### src/rtl/keccak_round_constants_lfsr.sv
// Keccak-f[1600] round-constant generator: produces the compressed 8-bit iota
// constant of each round from the rc(t) LFSR, stepped by a valid/next handshake.
module keccak_round_constants_lfsr #(
    parameter int unsigned NUM_ROUNDS = 24
) (
    input  logic       clk_i,
    input  logic       rst_ni,
    input  logic       start_i,
    input  logic       next_i,
    output logic [7:0] round_constant_signal_out,
    output logic [4:0] round_number_o,
    output logic       valid_o,
    output logic       busy_o,
    output logic       done_o
);

    typedef enum logic [1:0] {
        IDLE,
        GEN,
        VALID
    } state_t;

    localparam logic [4:0] LAST_ROUND = 5'(NUM_ROUNDS - 1);
    localparam logic [7:0] LFSR_SEED  = 8'h01;
    localparam logic [7:0] LFSR_TAPS  = 8'h71;

    state_t     state, state_next;
    logic [7:0] lfsr, lfsr_next, lfsr_stepped;
    logic [2:0] step, step_next, bit_index;
    logic [4:0] round, round_next;
    logic [7:0] work, work_next, work_with_bit;
    logic [7:0] constant_next;
    logic       valid_next, busy_next, done_next;

    // Galois form of x^8+x^6+x^5+x^4+1; R[0] is the rc(t) output bit.
    assign lfsr_stepped = {lfsr[6:0], 1'b0} ^ (lfsr[7] ? LFSR_TAPS : 8'h00);

    // Step j carries RC bit 2^j-1; index 2 of the compressed form is unused.
    assign bit_index = (step < 3'd2) ? step : step + 3'd1;

    always_comb begin
        work_with_bit            = work;
        work_with_bit[bit_index] = lfsr[0];
    end

    always_comb begin
        state_next    = state;
        lfsr_next     = lfsr;
        step_next     = step;
        round_next    = round;
        work_next     = work;
        constant_next = round_constant_signal_out;
        valid_next    = valid_o;
        busy_next     = busy_o;
        done_next     = 1'b0;

        if (start_i) begin
            state_next    = GEN;
            lfsr_next     = LFSR_SEED;
            step_next     = '0;
            round_next    = '0;
            work_next     = '0;
            constant_next = '0;
            valid_next    = 1'b0;
            busy_next     = 1'b1;
        end else begin
            unique case (state)
                IDLE: ;
                GEN: begin
                    work_next = work_with_bit;
                    lfsr_next = lfsr_stepped;
                    step_next = step + 3'd1;
                    if (step == 3'd6) begin
                        state_next    = VALID;
                        constant_next = work_with_bit;
                        valid_next    = 1'b1;
                    end
                end
                VALID: begin
                    if (next_i) begin
                        valid_next    = 1'b0;
                        constant_next = '0;
                        if (round == LAST_ROUND) begin
                            state_next = IDLE;
                            busy_next  = 1'b0;
                            done_next  = 1'b1;
                        end else begin
                            // LFSR keeps running across rounds; only a start reloads it.
                            state_next = GEN;
                            round_next = round + 5'd1;
                            step_next  = '0;
                            work_next  = '0;
                        end
                    end
                end
                default: state_next = IDLE;
            endcase
        end
    end

    always_ff @(posedge clk_i or negedge rst_ni) begin
        if (!rst_ni) begin
            state                     <= IDLE;
            lfsr                      <= LFSR_SEED;
            step                      <= '0;
            round                     <= '0;
            work                      <= '0;
            round_constant_signal_out <= '0;
            valid_o                   <= 1'b0;
            busy_o                    <= 1'b0;
            done_o                    <= 1'b0;
        end else begin
            state                     <= state_next;
            lfsr                      <= lfsr_next;
            step                      <= step_next;
            round                     <= round_next;
            work                      <= work_next;
            round_constant_signal_out <= constant_next;
            valid_o                   <= valid_next;
            busy_o                    <= busy_next;
            done_o                    <= done_next;
        end
    end

    assign round_number_o = round;

endmodule

### config.mk
export PLATFORM = sky130hd
export DESIGN_NAME = keccak_round_constants_lfsr
export DESIGN_NICKNAME = d
export VERILOG_FILES = /design/src/rtl/keccak_round_constants_lfsr.sv
export SDC_FILE = /design/constraint.sdc
export NUM_CORES = 1
export LEC_CHECK = 0
export ABC_AREA = 1
export CAP_MARGIN = 20
export CORE_UTILIZATION = 56
export DETAILED_ROUTE_END_ITERATION = 8
export PLACE_DENSITY = 0.86
export SYNTH_ARGS = -nofsm -noshare
export SYNTH_HDL_FRONTEND = slang
export SYNTH_SLANG_ARGS = --single-unit
export TNS_END_PERCENT = 100
### constraint.sdc
create_clock -name clk_i -period 3.7 [get_ports clk_i]
set_clock_uncertainty 0.05 [all_clocks]
set_input_delay 0.555 -clock clk_i [delete_from_list [all_inputs] [get_ports clk_i]]
set_output_delay 0.555 -clock clk_i [all_outputs]
set_load 0.02 [all_outputs]
* Yosys cells after proc, flatten, opt, wreduce, memory -nomap -nowiden
Cells that the tools add are included.
Operators by class: equality and inequality tests 9, multiplexer cells 40, $add $sub $neg 2, magnitude comparators 3, reduce and logical (&&, ||, !) cells 12, bitwise gates (word level) 1
Operators with widths (count):
- $mux 8 | 8
- $pmux 8 s2 | 2
- $mux 5 | 4
- $reduce_and 3->1 | 5
- $mux 1 | 13
- $mux 3 | 4
- $ne 3x3->1 const B | 3
- $bwmux 8 | 1
- $reduce_bool 2->1 | 4
- $xor 8x7->8 | 1
- $mux 7 | 1
- $mux 2 | 3
- $pmux 2 s3 | 1
- $pmux 3 s2 | 1
- $add 5x1->5 const B | 1
- $eq 5x5->1 const B | 1
- $lt 3x4->1 const B | 1
- $ne 2x2->1 const B | 2
- $add 3x1->3 const B | 1
- $demux 1 s3 | 1
- $eq 3x3->1 const B | 1
- $ge 3x1->1 const B | 1
- $lt 3x2->1 const B | 1
- $reduce_bool 3->1 | 1
- 5 further kinds | 5
Word-level totals: output and inout bits 16, register bits 37, input port bits 4

* Longest topological paths before layout
Gate-level depths: netlist of run 1.
depth in word-level cells 10, depth in mapped cells 11, mapped depth without buffers 9

* Least setup slack after synthesis of run 1
Ideal clock, no wire load.
path type flip-flop to flip-flop, from register step[0], to register work[7], arrival time 1.537 ns, setup slack 2.037 ns, data required time 3.574 ns, setup time 0.076 ns, cell stages (with the launch flop) 11, clock period less this slack 1.663 ns, cell sequence dfrtp_1 -> buf_2 -> inv_2 -> ha_1 -> inv_1 -> nand2_2 -> nor2_2 -> nand2_1 -> nand2_1 -> nand3_1 -> o21ai_1
On the way: word-level cells in the longest chain between the ends 9
Ends and longest elaborated chain:
- start: declaration | RTL line 29 | logic [2:0] step, step_next, bit_index;
- start signal: assignment | RTL line 115 | step <= step_next;
- $add 3x1->3 or $lt 3x2->1 (tied branches) | RTL line 39 | assign bit_index = (step < 3'd2) ? step : step + 3'd1;
- $mux 3 * | RTL line 39
- $lt 3x4->1 (implied by the code) or $ge 3x1->1 (tied branches) | RTL line 43 | work_with_bit[bit_index] = lfsr[0];
- $logic_and 1x1->1 (implied by the code) | RTL line 43
- $mux 1 (implied by the code) | RTL line 43
- $demux 1 s3 * | RTL line 43
- $bwmux 8 * | RTL line 43
- $pmux 8 s2 * | RTL line 67 | unique case (state)
- $mux 8 * | RTL line 57 | if (start_i) begin
- end signal: assignment | RTL line 117 | work <= work_next;
- end: declaration | RTL line 31 | logic [7:0] work, work_next, work_with_bit;
Mark *: on every way between the ends. The rest lies on a longest branch, timed or not. A chain may end at the register's enable or synchronous reset.

* Worst setup path in the final report of run 1
from register round[2] (netlist: round_number_o[2]), to output port round_number_o[2]
RTL lines:
- start: declaration | RTL line 30 | logic [4:0] round, round_next;
- start signal: assignment | RTL line 116 | round <= round_next;
- end: declaration | RTL line 11 | output logic [4:0] round_number_o,
No word-level cell between the ends.

==> results.md, run 1 <==
Global routing:
- The number of global-route vias before repair is around 1,400.
- The maximum number of pins on one net before global-route repair is 38.
- The first global-routing pass estimated around 6.1 mm of wire.
- Global routing used 24.1% of the available tracks.
- The remaining global-route overflow is 0.
- The number of antenna violations at the first check in global routing is 0.

Logic synthesis:
- The biggest area contributor in the post-synthesis netlist is sky130_fd_sc_hd__dfrtp_1.
- The mapped cell area is about 1900 µm².
- Counting flops with a built-in enable in the synthesized netlist gives 0.
- The part of the Yosys area used for sequential elements is about half.
- Yosys printed 0 warnings.
- Of all flip-flops after synthesis, the portion carrying an async set or reset was 100%.
- The dominant register cell in the synthesized netlist is sky130_fd_sc_hd__dfrtp_1.
- The average cell area after synthesis is 8.26 µm².
- The netlist uses 29 different library cells.
- Synthesis produced a netlist with a net count of 231.
- After synthesis, the cell types taking the most area are sky130_fd_sc_hd__dfrtp_1 (49%), sky130_fd_sc_hd__nand2_1 (13%), sky130_fd_sc_hd__nand4_1 (5.1%).
- Synthesis handed over a netlist of 224 instances.
- The synthesized flop and latch total is 37.
- Summed over its instances, the top area cell type makes up ~49% of the synthesized netlist area.

Pwr:
- In this run the power density over the cells is approximately 420 nW/µm².
- IR analysis of the VDD net gives a maximum drop of approximately 290 µV.
- The power dissipated by switching net loads is 288 µW.
- The internal portion of total power is 599 µW.
- The analysis attributes to cell leakage a power of ~0.001 µW.
- Of the total power, registers draw a little over half.
- The switching part of the total is between 30% and 40%.
- The combinational group share of total power is 23.4%.
- The clock network power share is between 20% and 30%.

Floorplanning:
- For this design the top-level I/O count stands at 20.
- The die covers about 3500 µm².
- The area of the core region is just over 3000 µm².
- The floorplan step set the die height to just under 60 µm.
- In this run the core area contains 20 standard-cell rows.
- Once the floorplan was initialized, standard cells occupied roughly three fifths of the core.
- The floorplan step set the die width to between 50 and 60 µm.

Clock network:
- The hold-fix buffer count after cts is 0.
- The post-CTS resize count is 0.
- CTS built an H-tree with a depth of 2.
- The CTS tree is done.
- Clock tree synthesis selected as its root buffer the cell sky130_fd_sc_hd__clkbuf_4.
- The latest clock arrival within the worst-skew pair is ~0.35 ns.
- The setup fix buffers added after clock tree synthesis is 0.
- The number of clock buffers inserted by TritonCTS is 5.
- Clock-pin slew was measured on the worst setup and hold paths at 0.11 ns.
- The number of sinks on the clock net is 37.
- The buffer levels on the longest clock path is 2.

Critical path:
- The critical-path maximum fanout is 7.
- STA puts the critical path data arrival time at around 1.5 ns.
- Walking the worst path, the cells encountered are clkdlybuf4s50_1.
- The startpoint-to-endpoint class of the critical path is flop to output port.
- The startpoint type of the worst setup path is a flop.
- The buffering stage count on the worst path with inverters included is 1.
- The endpoint required time on the critical path is around 3.1 ns.
- The worst setup path is captured at an output port.
- The family with the most delay on the worst path is buffers and inverters.
- The cell with the largest stage delay on the worst path is sky130_fd_sc_hd__clkdlybuf4s50_1.
- On the worst path, the slowest cell contributes a delay of around 0.65 ns.

Outcome:
- The flow ran to the end, and the final reports show no timing, DRC or antenna violations.

STA:
- The final-layout setup total negative slack is 0 ns.
- The worst path needs just over 2 ns of the cycle, external delays included.
- Setup violations remaining at the end of the flow were counted as 0.
- The number of pins exceeding their max-slew limit in the final report was 0.
- The relative max-transition margin is 46.5%.
- The number of failing hold endpoints at the final stage was 0.
- Derived from the worst setup path, the maximum achievable clock frequency is 0.482 GHz.
- The slew at the pin closest to its max-slew limit is roughly 0.8 ns.
- Final hold analysis gives a worst-case slack of 0.237 ns.
- Setup repair after global routing left no endpoint under its margin.
- The worst path uses 56.1% of the clock period.

Layout:
- Relative to the synthesized area, the layout overhead comes to 14.1%.
- The number of inserted filler cells in the final layout is roughly 270.
- The top cell types in the final layout, fill and taps aside, are sky130_fd_sc_hd__nand2_1 (65), sky130_fd_sc_hd__dfrtp_1 (36), sky130_fd_sc_hd__inv_1 (19).
- The antenna diode count is 0.
- At the end of the flow, the number of nets in the layout was between 200 and 300.
- The multi-input combinational cells in the finished layout cover a total of 788 µm².
- The sequential standard cell area is around 900 µm².
- Leaving out fill and tap cells, the most frequent cell in the layout is sky130_fd_sc_hd__nand2_1.
- The share of final-layout standard cells stronger than drive strength 1 is a little under an eighth.

Place:
- At the end of routability-driven placement, the weighted congestion stood at 0.887.
- Port buffering added 19 buffers.
- The HPWL after detailed placement is 2.64 mm.

Route:
- The remaining antenna violation count is 0.
- After the first detailed-routing iteration, the DRC count stood at between 100 and 150.
- Dividing the detail-routed wire length by the instance count gives ~13 µm.
- The total DRC errors in the routed layout is 0.
- The total via count after detailed routing is about 1,500.
- Using the TritonRoute via totals, the vias-per-cell ratio works out to around 5.3.
- The first detailed-routing pass ran for 4 iterations.
- For this block, the routed nets add up to 3.67 mm of wire.

Worst hold path:
- The min-delay analysis places its worst path in the category input pin to async pin.

Job:
- Max-cap violations in this run came to 0.
-- stage by stage --
| stage | setup WS (ns) | total power, µW | instance area, µm² | util (%) | instances |
|---|---|---|---|---|---|
| after floorplan | 2.04 | 614 | 1850 | - | 224 |
| after global placement | 1.45 | 674 | 2060 | 66.3 | 282 |
| after detailed placement | 1.36 | 680 | 2060 | 66.3 | 282 |
| after CTS | 1.62 | 895 | 2110 | 68.1 | 289 |
| after global routing | 1.50 | 941 | 2110 | 68.1 | 289 |
| final | 1.63 | 887 | 2110 | 68.1 | 289 |
-- cell families (layout without fill, tap and decap cells) --
| family | count (synthesis) | count (layout) | share of synthesized area [%] |
|---|---|---|---|
| compound gates | 29 | 29 | 10.0 |
| simple gates | 120 | 120 | 29.1 |
| flops | 37 | 37 | 50.1 |
| buf+inv | 32 | 53 | 7.30 |
| xor+xnor | 3 | 3 | 1.42 |
| fa+ha+maj | 3 | 3 | 2.03 |
-- final cells by class --
cell class	count	share of cell area (%)
sequential	37	43.9
multi-input combinational	155	37.3
timing repair buffer	19	8.77
inverter	27	4.80
clock buffer	7	2.61
tap	44	2.61
-- synthesized netlist by cell type, types with 3 or more instances --
master and instances:
sky130_fd_sc_hd__nor2_1 14, sky130_fd_sc_hd__dfrtp_1 36, sky130_fd_sc_hd__nor2_2 4, sky130_fd_sc_hd__nand3_1 15, sky130_fd_sc_hd__o21ai_0 6, sky130_fd_sc_hd__xnor2_1 3
sky130_fd_sc_hd__nand4_1 15, sky130_fd_sc_hd__inv_1 19, sky130_fd_sc_hd__ha_1 3, sky130_fd_sc_hd__o22ai_1 6, sky130_fd_sc_hd__buf_2 3, sky130_fd_sc_hd__inv_2 7
sky130_fd_sc_hd__o21ai_1 7, sky130_fd_sc_hd__nand2_2 4, sky130_fd_sc_hd__nand2_1 65
-- power by group through the flow --
stage	Combinational (µW)	Clock [µW]	Sequential [µW]
after floorplan	132	0	482
after global placement	202	0	472
after detailed placement	207	0	473
after CTS	208	222	465
after global routing	234	238	469
final	207	215	465
-- registers in the layout, indices dropped and copies added (netlist names) --
register                   cells
busy_o                         1
done_o                         1
lfsr                           8
round_constant_signal_out      8
round_number_o                 5
state                          2
step                           3
valid_o                        1
work                           8
-- metal layers --
layer / wire [µm] / track usage (%)
met1: 1690 / 31.6
met2: 1730 / 36.0
met3: 169 / 4.80
met4: 76 / 16.3
met5: 0 / 0
-- path summary, 6_finish.rpt --
kind / startpoint / to / slack (ns) / cells after the start
max: round_number_o[2] / round_number_o[2] / 1.63 / 1
min: rst_ni / round_constant_signal_out[7] / 0.24 / 1
max reg2reg: step[0] / work[7] / 1.68 / 9
min reg2reg: round_constant_signal_out[0] / round_constant_signal_out[0] / 0.44 / 2
max in group asynchronous: rst_ni / work[6] / 2.86 / 1
min in group clk_i: round_constant_signal_out[0] / round_constant_signal_out[0] / 0.44 / 2
Note: power is estimated with default switching activity, not from simulation.
==> run 2, diff against run 1 <==
- CORE_UTILIZATION: 56 -> 55
- PLACE_DENSITY: 0.86 -> 0.85
- clock period: 3.7 -> 2.15 ns (I/O delays scaled with it)
==> results.md, run 2 (same netlist as run 1, synthesis figures left out) <==
Outcome:
- The flow ran to the end, and the final reports show no timing, DRC or antenna violations.

Route:
- Dividing the detail-routed wire length by the instance count gives 11.9 µm.
- The iteration count of the initial detailed-routing pass is 4.
- In the routed layout, each cell is associated on average with a via count of between 5 and 6.
- The detailed router's first-iteration violation count is 87.
- The remaining antenna violation count is 0.
- The routed design has about 3.5 mm of wire.
- After detailed routing, the number of remaining DRC violations is 0.
- The total via count after detailed routing is about 1,500.

Clock network:
- The number of clock buffers inserted by TritonCTS is 5.
- Counting along the longest clock path gives a buffer depth of 2.
- The CTS tree is done.
- For this design, the sink count on the clock tree is 37.
- The post-CTS resize count is 0.
- Clock-pin slew was measured on the worst setup and hold paths at approximately 0.10 ns.
- The count of H-tree levels built during CTS is 2.
- In this run the post-CTS setup repair buffer count came out at 0.
- The latest clock arrival within the worst-skew pair is between 0.3 and 0.4 ns.
- The tree is rooted in a sky130_fd_sc_hd__clkbuf_4.
- The hold-fix buffer count after cts is 0.

Layout:
- In the final layout, the share of cells above drive strength 1 is 12.5%.
- The largest registers in the layout are lfsr x8, round_constant_signal_out x8, work x8.
- The library cell used most frequently in the layout, excluding fill and tap cells, is sky130_fd_sc_hd__nand2_1.
- The net count of the finished layout is roughly 260.
- Leaving out fill and tap cells, the most frequent cells in the layout are sky130_fd_sc_hd__nand2_1 (65), sky130_fd_sc_hd__dfrtp_1 (36), sky130_fd_sc_hd__inv_1 (19).
- The antenna diode count is 0.
- The area overhead of the layout relative to synthesis is 15.3%.
- The number of inserted filler cells in the final layout is between 200 and 300.
- Cells fill ~68% of the core in the end.
- The sequential cells in the finished layout cover a total of approximately 900 µm².
- In the final layout, the multi-input gates occupy between 700 and 800 µm².

STA:
- The final-layout setup total negative slack is 0 ns.
- The shortest period the worst path allows is ~1.9 ns.
- Setup repair after global routing left no endpoint under its margin.
- Hold timing on the final database bottoms out at a slack of ~0.014 ns.
- Of the available clock period, the critical path in the final layout requires 87.2%.
- Static timing analysis puts the maximum clock frequency at about 0.53 GHz.
- The slew at the pin closest to its max-slew limit is around 0.79 ns.
- The number of failing hold endpoints at the final stage is 0.
- The final number of setup-violating endpoints is 0.
- The number of pins exceeding their max-slew limit in the final report came to 0.
- The relative max-transition margin is between 40% and 50%.

Critical path:
- The startpoint type of the worst setup path is a flop.
- The cell with the largest stage delay on the worst path is sky130_fd_sc_hd__dfrtp_1.
- The worst register-to-register path begins at step[0].
- The worst setup path is of the flop to flop kind.
- On the worst path, the slowest cell contributes a delay of between 0.5 and 0.6 ns.
- The kind of end point of the critical path is a flop.
- The most frequent cell on the critical path is sky130_fd_sc_hd__nand2_1.
- For the worst setup path, the data required time is ~2.4 ns.
- The arrival time reported for the critical path endpoint is approximately 2.1 ns.
- The worst reg-to-reg path cell count is 9.
- Walking the worst path, the cells encountered are inv_2, ha_1, inv_1, nand2_2, nor2_2, nand2_1, nand2_1, nand3_1, o21ai_1.
- In this run the worst path has a maximum fanout of 10.
- The worst register-to-register path ends at work[7].
- Across all register-to-register paths, the minimum setup slack is between 0.2 and 0.3 ns.

Global routing:
- The maximum number of pins on one net before global-route repair is 38.
- For this run the aggregate overflow at the end of global routing stands at 0.
- The wire length of the first global-routing pass is roughly 6.0 mm.
- The number of global-route vias before repair is around 1,400.
- The number of antenna violations at the first check in global routing is 0.
- The global-route usage over all layers is between 20% and 30%.

Floorplanning:
- The initial utilization of the core area, before any placement, comes to roughly three fifths.
- The cell row count is 20.
- From bottom edge to top edge, the die measures 60.0 µm.
- The I/O pin count is 20.
- The area of the core region is 3130 µm².
- The x dimension of the die is 60.0 µm.
- The floorplan step defined a die boundary enclosing roughly 3600 µm².

Pwr:
- The worst supply voltage drop on vdd is 462 µV.
- The overall power consumption is between 1500 and 2000 µW.
- The power per cell area is slightly above 700 nW/µm².
- The internal power of the cells totals about 1000 µW.
- The combinational group share of total power is between 20% and 30%.
- The static leakage power is a little over 0.001 µW.
- Per report_power, the clock group accounts for a little under a quarter of the total.
- Summed over all nets, the switching power comes to ~480 µW.
- The share of total power dissipated in sequential elements is a little over half.
- Of the total power, the share spent switching nets is around a third.

Worst hold path:
- The class of the tightest hold or removal check is input pin to async pin.

Place:
- Port buffering added 19 buffers.
- Routability-driven placement finished with a final weighted congestion of 0.824.
- Once detailed placement completed, the half-perimeter wirelength came to 2.52 mm.

Job:
- Max-cap violations in this run came to 0.
==> run 2: cell type report <==
| type | count | area share, % |
|---|---|---|
| Timing Repair Buffer | 22 | 9.73 |
| Clock buffer | 7 | 2.58 |
| Tap cell | 44 | 2.58 |
| Sequential cell | 37 | 43.4 |
| Multi-Input combinational cell | 155 | 36.9 |
| Inverter | 27 | 4.75 |
==> run 2: critical path, delay by kind of cell (launching register included) <==
family	cells	cell delay (ns)
AO/OA/AOI/OAI	1	0.14
adder cells (fa/ha/maj)	1	0.36
buffers and inverters	2	0.17
flip-flops	1	0.57
AND/OR/NAND/NOR	5	0.50
==> run 2: layer usage <==
metal	vias up	wire length (µm)	global-route usage, %	part of all wire [%]
met1	699	1570	28.3	45
met2	34	1670	37.6	48
met5	-	0	0	0
li1	788	-	-	-
met3	10	141	5.63	4.1
met4	0	86	12.0	2.5
==> run 2: metrics by stage <==
stage | setup WS [ns] | area [µm²] | std cells
final | 0.276 | 2130 | 292
after detailed placement | 0.250 | 2080 | 285
after floorplan | 0.487 | 1850 | 224
after global routing | 0.106 | 2130 | 292
after global placement | 0.280 | 2080 | 285
after CTS | 0.292 | 2130 | 292
==> run 2: worst max path at each step <==
stage	start	to	cells after the start
6_report	step[0]	work[7]	9
5_1_grt	step[0]	work[7]	9
4_1_cts	step[0]	work[7]	9
3_5_place_dp	start_i	round_constant_signal_out[2]	8
3_3_place_gp	start_i	round_constant_signal_out[3]	8
2_1_floorplan	step[0]	work[7]	10
==> run 2: power groups by stage <==
stage	Clock [µW]	Combinational (µW)	Sequential, µW
2_1_floorplan	0	227	830
3_3_place_gp	0	359	812
3_5_place_dp	0	368	813
4_1_cts	377	370	800
5_1_grt	403	412	807
6_report	356	366	800
==> run 3, diff against run 2 <==
- CTS_CLUSTER_SIZE: not set -> 30
- GPL_ROUTABILITY_DRIVEN: not set -> 0
==> results of run 3 <==
No change in the layout: final DEF, timing and power equal those of run 2.
